===== config.mk =====
export PLATFORM = sky130hd
export DESIGN_NAME = approx_pipe_adder_flat
export DESIGN_NICKNAME = d
export VERILOG_FILES = /design/src/rtl/approx_pipe_adder_if.sv /design/src/rtl/approx_pipe_adder.sv /design/src/flat_wrapper.sv
export SDC_FILE = /design/constraint.sdc
export NUM_CORES = 1
export LEC_CHECK = 0
export ABC_AREA = 1
export CAP_MARGIN = 40
export CORE_MARGIN = 8
export CORE_UTILIZATION = 45
export DETAILED_ROUTE_END_ITERATION = 8
export PLACE_DENSITY = 0.74
export SLEW_MARGIN = 5
export SYNTH_ARGS = -nofsm -noshare
export SYNTH_HDL_FRONTEND = slang
export SYNTH_SLANG_ARGS = --single-unit

===== constraint.sdc =====
create_clock -name clk -period 2.22 [get_ports clk]
set_input_delay 0.666 -clock clk [delete_from_list [all_inputs] [get_ports clk]]
set_output_delay 0.666 -clock clk [all_outputs]
set_load 0.01 [all_outputs]

===== src/rtl/approx_pipe_adder_if.sv =====
// ---------------------------------------------------------------------------
// approx_pipe_adder_if
//   Operand/result handshake bundle for approx_pipe_adder.
//   master: the side that supplies operands and consumes results.
//   slave : the adder itself.
// ---------------------------------------------------------------------------
interface approx_pipe_adder_if #(
  parameter int WIDTH = 8
);
  // Operand side
  logic             in_valid;
  logic             in_ready;
  logic [WIDTH-1:0] a;
  logic [WIDTH-1:0] b;
  logic             cin;
  logic             sub;

  // Result side
  logic             out_valid;
  logic             out_ready;
  logic [WIDTH-1:0] sum;
  logic             cout;
  logic             ovf;

  modport master (
    output in_valid, a, b, cin, sub, out_ready,
    input  in_ready, out_valid, sum, cout, ovf
  );

  modport slave (
    input  in_valid, a, b, cin, sub, out_ready,
    output in_ready, out_valid, sum, cout, ovf
  );
endinterface


===== src/rtl/approx_pipe_adder.sv =====
// ---------------------------------------------------------------------------
// approx_pipe_adder
//   Two-stage pipelined adder/subtractor with an approximate low section.
//   The lowest APPROX_BITS result bits are a[i] | b'[i] with no carry chain;
//   the carry into the first exact bit is a[K-1] & b'[K-1] (or the real
//   carry-in when APPROX_BITS = 0). Everything above is an exact ripple add.
//
//   Stage 1 produces the low half of the result and its carry-out; stage 2
//   adds the upper operand halves with that carry. Valid/ready flow control
//   lets both stages advance in the same cycle, so one result per cycle is
//   sustained while out_ready is high.
//
//   Parameters:
//     WIDTH       operand/result width, even, 4..32
//     APPROX_BITS approximate LSB count, 0..WIDTH/2 (0 = exact adder)
//
//   Build option:
//     APPROX_ADDER_SAT_EN  when defined, results saturate (unsigned): an add
//                          that carries out gives all ones, a subtract that
//                          borrows gives zero. cout/ovf stay raw.
// ---------------------------------------------------------------------------
module approx_pipe_adder #(
  parameter int WIDTH       = 8,
  parameter int APPROX_BITS = 1
) (
  input  logic                clk,
  input  logic                rst_n,
  approx_pipe_adder_if.slave  bus,
  output logic [15:0]         txn_count
);

  localparam int HALF = WIDTH / 2;

  // -------------------------------------------------------------------------
  // Flow control
  // -------------------------------------------------------------------------
  logic v1;
  logic v2;
  logic adv1;
  logic adv2;

  // Stage 2 frees up when empty or its result is being taken; stage 1 frees
  // up when empty or it can hand its contents to stage 2 this cycle.
  assign adv2         = !v2 || bus.out_ready;
  assign adv1         = !v1 || adv2;
  assign bus.in_ready = adv1;
  assign bus.out_valid = v2;

  // -------------------------------------------------------------------------
  // Operand conditioning
  // -------------------------------------------------------------------------
  logic [WIDTH-1:0] b_eff;
  logic             c0;

  // Subtraction is a + ~b + 1; carry-in is only meaningful for an add.
  always_comb begin
    b_eff = bus.sub ? ~bus.b : bus.b;
    c0    = bus.sub ? 1'b1 : bus.cin;
  end

  // -------------------------------------------------------------------------
  // Stage 1 combinational: low half with approximate LSBs
  // -------------------------------------------------------------------------
  logic [HALF-1:0] lo_sum_d;
  logic            lo_carry_d;

  // Walk the low half: OR-only bits below APPROX_BITS, ripple-carry above.
  always_comb begin
    logic carry;
    // NOTE: every output gets a default before the loop, so no path leaves
    // a variable unassigned and no latch is inferred; 'carry' is updated with
    // blocking assignments because each bit must see the previous bit's value.
    lo_sum_d   = '0;
    lo_carry_d = 1'b0;
    carry      = c0;
    for (int i = 0; i < HALF; i++) begin
      if (i < APPROX_BITS) begin
        lo_sum_d[i] = bus.a[i] | b_eff[i];
        // Only the top approximate bit generates the carry into the exact part.
        if (i == APPROX_BITS - 1) begin
          carry = bus.a[i] & b_eff[i];
        end
      end else begin
        lo_sum_d[i] = bus.a[i] ^ b_eff[i] ^ carry;
        carry       = (bus.a[i] & b_eff[i]) | (carry & (bus.a[i] ^ b_eff[i]));
      end
    end
    lo_carry_d = carry;
  end

  // -------------------------------------------------------------------------
  // Stage 1 registers
  // -------------------------------------------------------------------------
  logic [HALF-1:0] lo_sum_q;
  logic            lo_carry_q;
  logic [HALF-1:0] a_hi_q;
  logic [HALF-1:0] bp_hi_q;
`ifdef APPROX_ADDER_SAT_EN
  logic            sub_q;
`endif

  // Stage 1 occupancy: loads on every advance, so an empty input clears it.
  always_ff @(posedge clk or negedge rst_n) begin
    // NOTE: state registers use non-blocking assignments so every flop
    // samples pre-edge values regardless of block evaluation order.
    if (!rst_n) begin
      v1 <= 1'b0;
    end else if (adv1) begin
      v1 <= bus.in_valid;
    end
  end

  // Stage 1 payload: captured only on an input handshake.
  always_ff @(posedge clk) begin
    // NOTE: payload flops carry no reset; the valid bit alone says whether
    // their contents mean anything, and in-flight data is simply discarded.
    if (bus.in_valid && adv1) begin
      lo_sum_q   <= lo_sum_d;
      lo_carry_q <= lo_carry_d;
      a_hi_q     <= bus.a[WIDTH-1:HALF];
      bp_hi_q    <= b_eff[WIDTH-1:HALF];
`ifdef APPROX_ADDER_SAT_EN
      sub_q      <= bus.sub;
`endif
    end
  end

  // -------------------------------------------------------------------------
  // Stage 2 combinational: upper half, flags, optional saturation
  // -------------------------------------------------------------------------
  logic [HALF:0]    hi_add;
  logic             msb_cin;
  logic [WIDTH-1:0] sum_d;
  logic             cout_d;
  logic             ovf_d;

  // Finish the add and derive raw carry-out and signed overflow.
  always_comb begin
    hi_add  = {1'b0, a_hi_q} + {1'b0, bp_hi_q} + {{HALF{1'b0}}, lo_carry_q};
    // The carry into the MSB is recoverable from the MSB sum bit itself.
    msb_cin = a_hi_q[HALF-1] ^ bp_hi_q[HALF-1] ^ hi_add[HALF-1];
    sum_d   = {hi_add[HALF-1:0], lo_sum_q};
    cout_d  = hi_add[HALF];
    ovf_d   = msb_cin ^ cout_d;
`ifdef APPROX_ADDER_SAT_EN
    if (!sub_q && cout_d) begin
      sum_d = '1;
    end else if (sub_q && !cout_d) begin
      sum_d = '0;
    end
`endif
  end

  // -------------------------------------------------------------------------
  // Stage 2 registers (the visible result)
  // -------------------------------------------------------------------------
  logic [WIDTH-1:0] sum_q;
  logic             cout_q;
  logic             ovf_q;

  // Result register: holds while stalled, takes stage 1 whenever it advances.
  always_ff @(posedge clk or negedge rst_n) begin
    if (!rst_n) begin
      v2     <= 1'b0;
      sum_q  <= '0;
      cout_q <= 1'b0;
      ovf_q  <= 1'b0;
    end else if (adv2) begin
      v2 <= v1;
      if (v1) begin
        sum_q  <= sum_d;
        cout_q <= cout_d;
        ovf_q  <= ovf_d;
      end
    end
  end

  assign bus.sum  = sum_q;
  assign bus.cout = cout_q;
  assign bus.ovf  = ovf_q;

  // -------------------------------------------------------------------------
  // Output handshake counter
  // -------------------------------------------------------------------------

  // Count completed output handshakes; wraps naturally at 16 bits.
  always_ff @(posedge clk or negedge rst_n) begin
    if (!rst_n) begin
      txn_count <= '0;
    end else if (v2 && bus.out_ready) begin
      txn_count <= txn_count + 16'd1;
    end
  end

endmodule


===== src/flat_wrapper.sv =====
// flat-port wrapper written by rule: the top's interface ports become plain ports
module approx_pipe_adder_flat 
#(
  parameter int WIDTH       = 8,
  parameter int APPROX_BITS = 1
)
  (clk, rst_n, txn_count, bus_in_valid, bus_a, bus_b, bus_cin, bus_sub, bus_out_ready, bus_in_ready, bus_out_valid, bus_sum, bus_cout, bus_ovf);
  approx_pipe_adder_if #(.WIDTH(WIDTH)) bus_i ();
  input  logic clk;
  input  logic rst_n;
  output logic [15:0] txn_count;
  input wire logic [$bits(bus_i.in_valid)-1:0] bus_in_valid;
  input wire logic [$bits(bus_i.a)-1:0] bus_a;
  input wire logic [$bits(bus_i.b)-1:0] bus_b;
  input wire logic [$bits(bus_i.cin)-1:0] bus_cin;
  input wire logic [$bits(bus_i.sub)-1:0] bus_sub;
  input wire logic [$bits(bus_i.out_ready)-1:0] bus_out_ready;
  output wire logic [$bits(bus_i.in_ready)-1:0] bus_in_ready;
  output wire logic [$bits(bus_i.out_valid)-1:0] bus_out_valid;
  output wire logic [$bits(bus_i.sum)-1:0] bus_sum;
  output wire logic [$bits(bus_i.cout)-1:0] bus_cout;
  output wire logic [$bits(bus_i.ovf)-1:0] bus_ovf;
  assign bus_i.in_valid = bus_in_valid;
  assign bus_i.a = bus_a;
  assign bus_i.b = bus_b;
  assign bus_i.cin = bus_cin;
  assign bus_i.sub = bus_sub;
  assign bus_i.out_ready = bus_out_ready;
  assign bus_in_ready = bus_i.in_ready;
  assign bus_out_valid = bus_i.out_valid;
  assign bus_sum = bus_i.sum;
  assign bus_cout = bus_i.cout;
  assign bus_ovf = bus_i.ovf;
  approx_pipe_adder #(.WIDTH(WIDTH), .APPROX_BITS(APPROX_BITS)) u_core (.clk(clk), .rst_n(rst_n), .bus(bus_i), .txn_count(txn_count));
endmodule

**Word-level counts from Yosys, hierarchy flattened**

Cells that the tools add are included.

- Bits in registers: 41
- Bits of input ports: 22
- Output and inout bits: 28
- Word-level logic and storage cells: 42

- Add/subtract/negate cells: 3
- Mux-type cells: 1
- Bitwise logic cells: 21
- Reductions and logical operators: 7

Operators by type and width:

| cell | number |
|---|---|
| 16-bit by 1-bit adder with 16-bit output (second input constant) | 1 |
| 1-bit bitwise XOR | 9 |
| 8-bit two-way mux | 1 |
| 8-bit inverter | 1 |
| 1-bit AND | 7 |
| 4-bit by 4-bit adder with 5-bit output | 1 |
| 5-bit by 1-bit adder with 5-bit output | 1 |
| 1-bit OR | 4 |
| 1-bit logical AND | 2 |
| 1-bit logical NOT | 2 |
| 1-bit logical OR | 2 |
| 2-bit AND reduction | 1 |

**Logic depth before layout (Yosys ltp)**

- Word-level depth: 9
- Gate-level depth with buffers: 8
- Mapped depth without buffers: 8

**Worst setup path after synthesis**

No wires, ideal clock.

- Kind: input to register
- From: in bus_sub
- To: reg u_core.lo_sum_q[3] (data pin)
- Library setup time: 0.269 ns
- Arrival: 2.459 ns
- Required time: 1.951 ns
- Path slack: -0.508 ns
- Stages on the path: 7
- Buffers on the path: 1
- Path through: buf_2 xnor2_1 or2_2 fa_1 fa_1 inv_1 fa_1

- Longest elaborated chain between the ends: 7
- Elaborated cells on any way between the ends: 12
- Classes of those cells: mux: 1; bitwise: 11

RTL lines:

| item | RTL line | source |
|---|---|---|
| start: declaration | flat_wrapper.sv:16 | `input wire logic [$bits(bus_i.sub)-1:0] bus_sub;` |
| 8-bit two-way mux * | approx_pipe_adder.sv:57 | `b_eff = bus.sub ? ~bus.b : bus.b;` |
| 1-bit AND or 1-bit bitwise XOR (tied branches) | approx_pipe_adder.sv:81, approx_pipe_adder.sv:85 |  |
| 1-bit AND | approx_pipe_adder.sv:85 | `carry = (bus.a[i] & b_eff[i]) \| (carry & (bus.a[i] ^ b_eff[i]));` |
| 1-bit OR | approx_pipe_adder.sv:85 |  |
| 1-bit AND | approx_pipe_adder.sv:85 |  |
| 1-bit OR | approx_pipe_adder.sv:85 |  |
| 1-bit bitwise XOR * | approx_pipe_adder.sv:84 | `lo_sum_d[i] = bus.a[i] ^ b_eff[i] ^ carry;` |
| via u_core.lo_sum_d[3] | approx_pipe_adder.sv:64 | `logic [HALF-1:0] lo_sum_d;` |
| end signal: assignment | approx_pipe_adder.sv:118 | `lo_sum_q <= lo_sum_d;` |
| end: declaration | approx_pipe_adder.sv:94 | `logic [HALF-1:0] lo_sum_q;` |

The timed path passes the listed nets; every way through them passes the cells marked *.
A chain may end at the register's enable or synchronous reset.

**Worst setup path after layout**

- From: in bus_b[0]
- To: reg u_core.lo_sum_q[3] (data pin)

- Longest elaborated chain between the ends: 8

RTL lines:

| item | RTL line | source |
|---|---|---|
| start: declaration | flat_wrapper.sv:14 | `input wire logic [$bits(bus_i.b)-1:0] bus_b;` |
| 8-bit inverter | approx_pipe_adder.sv:57 |  |
| 8-bit two-way mux * | approx_pipe_adder.sv:57 |  |
| 1-bit AND * | approx_pipe_adder.sv:81 | `carry = bus.a[i] & b_eff[i];` |
| 1-bit AND * | approx_pipe_adder.sv:85 |  |
| 1-bit OR * | approx_pipe_adder.sv:85 |  |
| 1-bit AND * | approx_pipe_adder.sv:85 |  |
| 1-bit OR * | approx_pipe_adder.sv:85 |  |
| 1-bit bitwise XOR * | approx_pipe_adder.sv:84 |  |
| via u_core.lo_sum_d[3] | approx_pipe_adder.sv:64 |  |

Marks and branches as above.

==> metrics.yaml <==
global_route:
  grt_use_total: 0.126
  globalRoute.busiestLayer: "met2"
  gr-total-overflow: 0
  grt_pass1_vias: 1527
  grt_pass1_wl_um: 6610
  grtUsageMet1: 0.136
  met2_usage: 0.226
  met3_usage: 0.0260
  grt_max_degree: 29
  grt_antenna_before_repair: 0
synth:
  async_flop_share: 0.683
  netlist_top_cells_area: "dfrtp_1 35%, edfxtp_1 20%, nand2_1 9.7%"
  synth_top_area_cell: "dfrtp_1"
  synthFlopType: "dfrtp_1"
  synth_seq_cells: 41
  synth.top_cell.area_share: 0.353
  synth.avg_cell_area_um2: 10.5
  synth_most_common_cell: "nand2_1"
  yosysSeqAreaShare: 0.550
  netlist_instances: 189
  ys.warnings.count: 0
  synth_nets: 220
  netlist_area_um2: 1980
  synth_common_cells: "51 x nand2_1, 28 x dfrtp_1, 23 x inv_1"
  synth-edff-count: 13
  synthDistinctLibCells: 27
clock_network:
  clock_path_buffers: 2
  h-tree-depth: 2
  cts_tree: "yes"
  clk_transition_reported_paths_ps: 80
  cts_buffers: 5
  clock_latency_ps: 280
  cts_hold_buffers: 0
  cts_sinks: 41
  cts-root-buf: "clkbuf_8"
critical_path:
  critPathCapture: "u_core.lo_sum_q[3]$_DFFE_PP_"
  cp_cell_sequence: "buf_8, xnor2_4, or2_4, fa_2, fa_2, inv_2, fa_1"
  critPathLaunchType: "input port"
  arrival_ps: 2340
  cp-end-kind: "flop"
  critical_path_class: "input port to flop"
  crit_start: "bus_b[0]"
  critPathMaxFanout: 2
  slowest_delay_ps: 400
  r2r_cells: 8
  crit_top_cell: "fa_2"
  cp_top_family: "adder cells"
  critPathRequiredTime_ps: 2250
  critPathBufInv: 2
  reg2reg_slack_ps: 540
  worstReg2RegEnd: "u_core.bus.ovf$_DFFE_PN0P_"
  crit_cells: 7
  r2r_start: "u_core.bp_hi_q[0]$_DFFE_PP_"
  cpMaxStageDelayCell: "fa_2"
sta:
  skew_ps: 3.31
  final-max-slew-violation-count: 0
  post-route-period-util: 1.04
  finalCriticalPeriod_ps: 2300
  rsz0062_at_grt: "yes"
  fmax_mhz: 434
  setup_viol: 2
  hold_violations: 0
  slew_headroom: 0.767
  setup_slack_ps: -84.1
  holdWs_ps: 458
  setup_tns_ps: -88.7
  worst_slew_pin_slew_ps: 350
floorplanning:
  core_area_um2: 4290
  die_h_um: 82.4
  rows: 24
  die_x_um: 82.4
  die-area_um2: 6790
  io_pins: 50
  start_util: 0.462
power:
  vdd_drop_max_uv: 341
  powerDensity_nw_per_um2: 818
  p_leak_nw: 1.30
route:
  drc: 0
  drtIter0Drc: 59
  viasPerCell: 4.66
  wl_per_cell_um: 12.2
  vias: 1460
  routed_wl_um: 3830
  drt_first_pass_iters: 6
  postRouteAntennaNets: 0
status:
  violations: "setup timing"
  status: "complete, but fails checks"
flow_run:
  cap_viol_max_count: 0
finish:
  n_fill_cell: 375
  nNetsFinal: 291
  drive_above_1_share: 0.184
  postLayoutCellArea_um2: 2810
  antennaDiodeCount: 0
  area_growth_pct: 41.8
  fin_util: 0.655
placed_design:
  hpwl_um: 2940
  io_buffers: 48
  gp_congestion: 0.707
  place_area_um2: 2590
min_path:
  min-delay-start: "u_core.lo_sum_q[0]$_DFFE_PP_"
  hp-class: "flop to flop"
==> routing by layer <==
layer,up-vias,share of wire
met5,-,0
met1,683,0.42
met2,31,0.51
met3,5,0.052
li1,741,-
met4,0,0.019
==> area by class of cell <==
class,instances,area [µm²],area share
Sequential cell,41,1090,0.388
Inverter,23,86.3,0.0307
Timing Repair Buffer,66,629,0.224
Multi-Input combinational cell,123,830,0.295
Clock inverter,3,41.3,0.0147
Clock buffer,5,68.8,0.0245
Tap cell,52,65.1,0.0231
==> cells in the final DEF, fill, tap and decap left out, types with 5 or more instances in the layout <==
master            n
nand2_1          51
clkdlybuf4s50_1  42
dfrtp_1          28
inv_1            21
buf_4            17
edfxtp_1         13
xor2_1           12
nor2_1            9
xnor2_1           6
nand4_1           6
clkbuf_8          5
==> worst register-to-register path, delay by kind of cell (launching register included) <==
kind	cells	cell delay (ps)
adder cells (fa/ha/maj)	2	590
buffers and inverters	1	60
flip-flops	1	360
AND/OR/NAND/NOR	5	570
==> metrics by stage <==
step,instances,power (mW),setup WS [ps]
final,313,2.30,-84.1
after global routing,313,2.45,-89.2
after CTS,313,2.33,-74.5
after detailed placement,293,1.73,-813
after global placement,293,1.71,-769
after floorplan,189,1.36,-359
==> repair_timing <==
item | in CTS | in global routing
resized for setup | 21 | 2
cloned | 0 | 0
pin swaps | 5 | 2
setup buffers | 12 | 0
endpoints found under the setup margin | 4 | 2
==> state kept, by name, indices dropped and copies added, names as in the netlist <==
name,flops
u_core.v1,1
u_core.bp_hi_q,4
u_core.txn_count,16
u_core.lo_carry_q,1
u_core.bus.cout,1
u_core.bus.sum,8
u_core.a_hi_q,4
u_core.bus.ovf,1
u_core.lo_sum_q,4
u_core.bus.out_valid,1
==> power breakdown <==
group / internal (mW) / leakage, nW / switching, mW
Combinational: 0.377 / 0.776 / 0.302
Clock: 0.331 / 0.0518 / 0.246
Sequential: 0.930 / 0.471 / 0.116
==> kinds of logic (layout without fill, tap and decap cells) <==
family | after synthesis | in the layout | synth area share
AO/OA/AOI/OAI | 9 | 9 | 0.0290
XOR/XNOR | 20 | 20 | 0.0883
adder cells (fa/ha/maj) | 9 | 9 | 0.0757
buffers and inverters | 25 | 97 | 0.0486
flip-flops | 41 | 41 | 0.550
multiplexers | 1 | 1 | 0.00568
AND/OR/NAND/NOR | 84 | 84 | 0.203
==> worst min path at each step <==
stage	endpoint	cells past startpoint	slack [ps]
finish	u_core.bus.sum[0]$_DFFE_PN0P_	2	460
global route	u_core.bus.sum[0]$_DFFE_PN0P_	2	490
CTS	u_core.bus.sum[0]$_DFFE_PN0P_	2	460
detailed placement	u_core.bus.sum[2]$_DFFE_PN0P_	2	440
global placement	u_core.bus.sum[0]$_DFFE_PN0P_	2	440
floorplan	u_core.bus.cout$_DFFE_PN0P_	0	370
No activity file was read; power rests on OpenSTA's default activity.
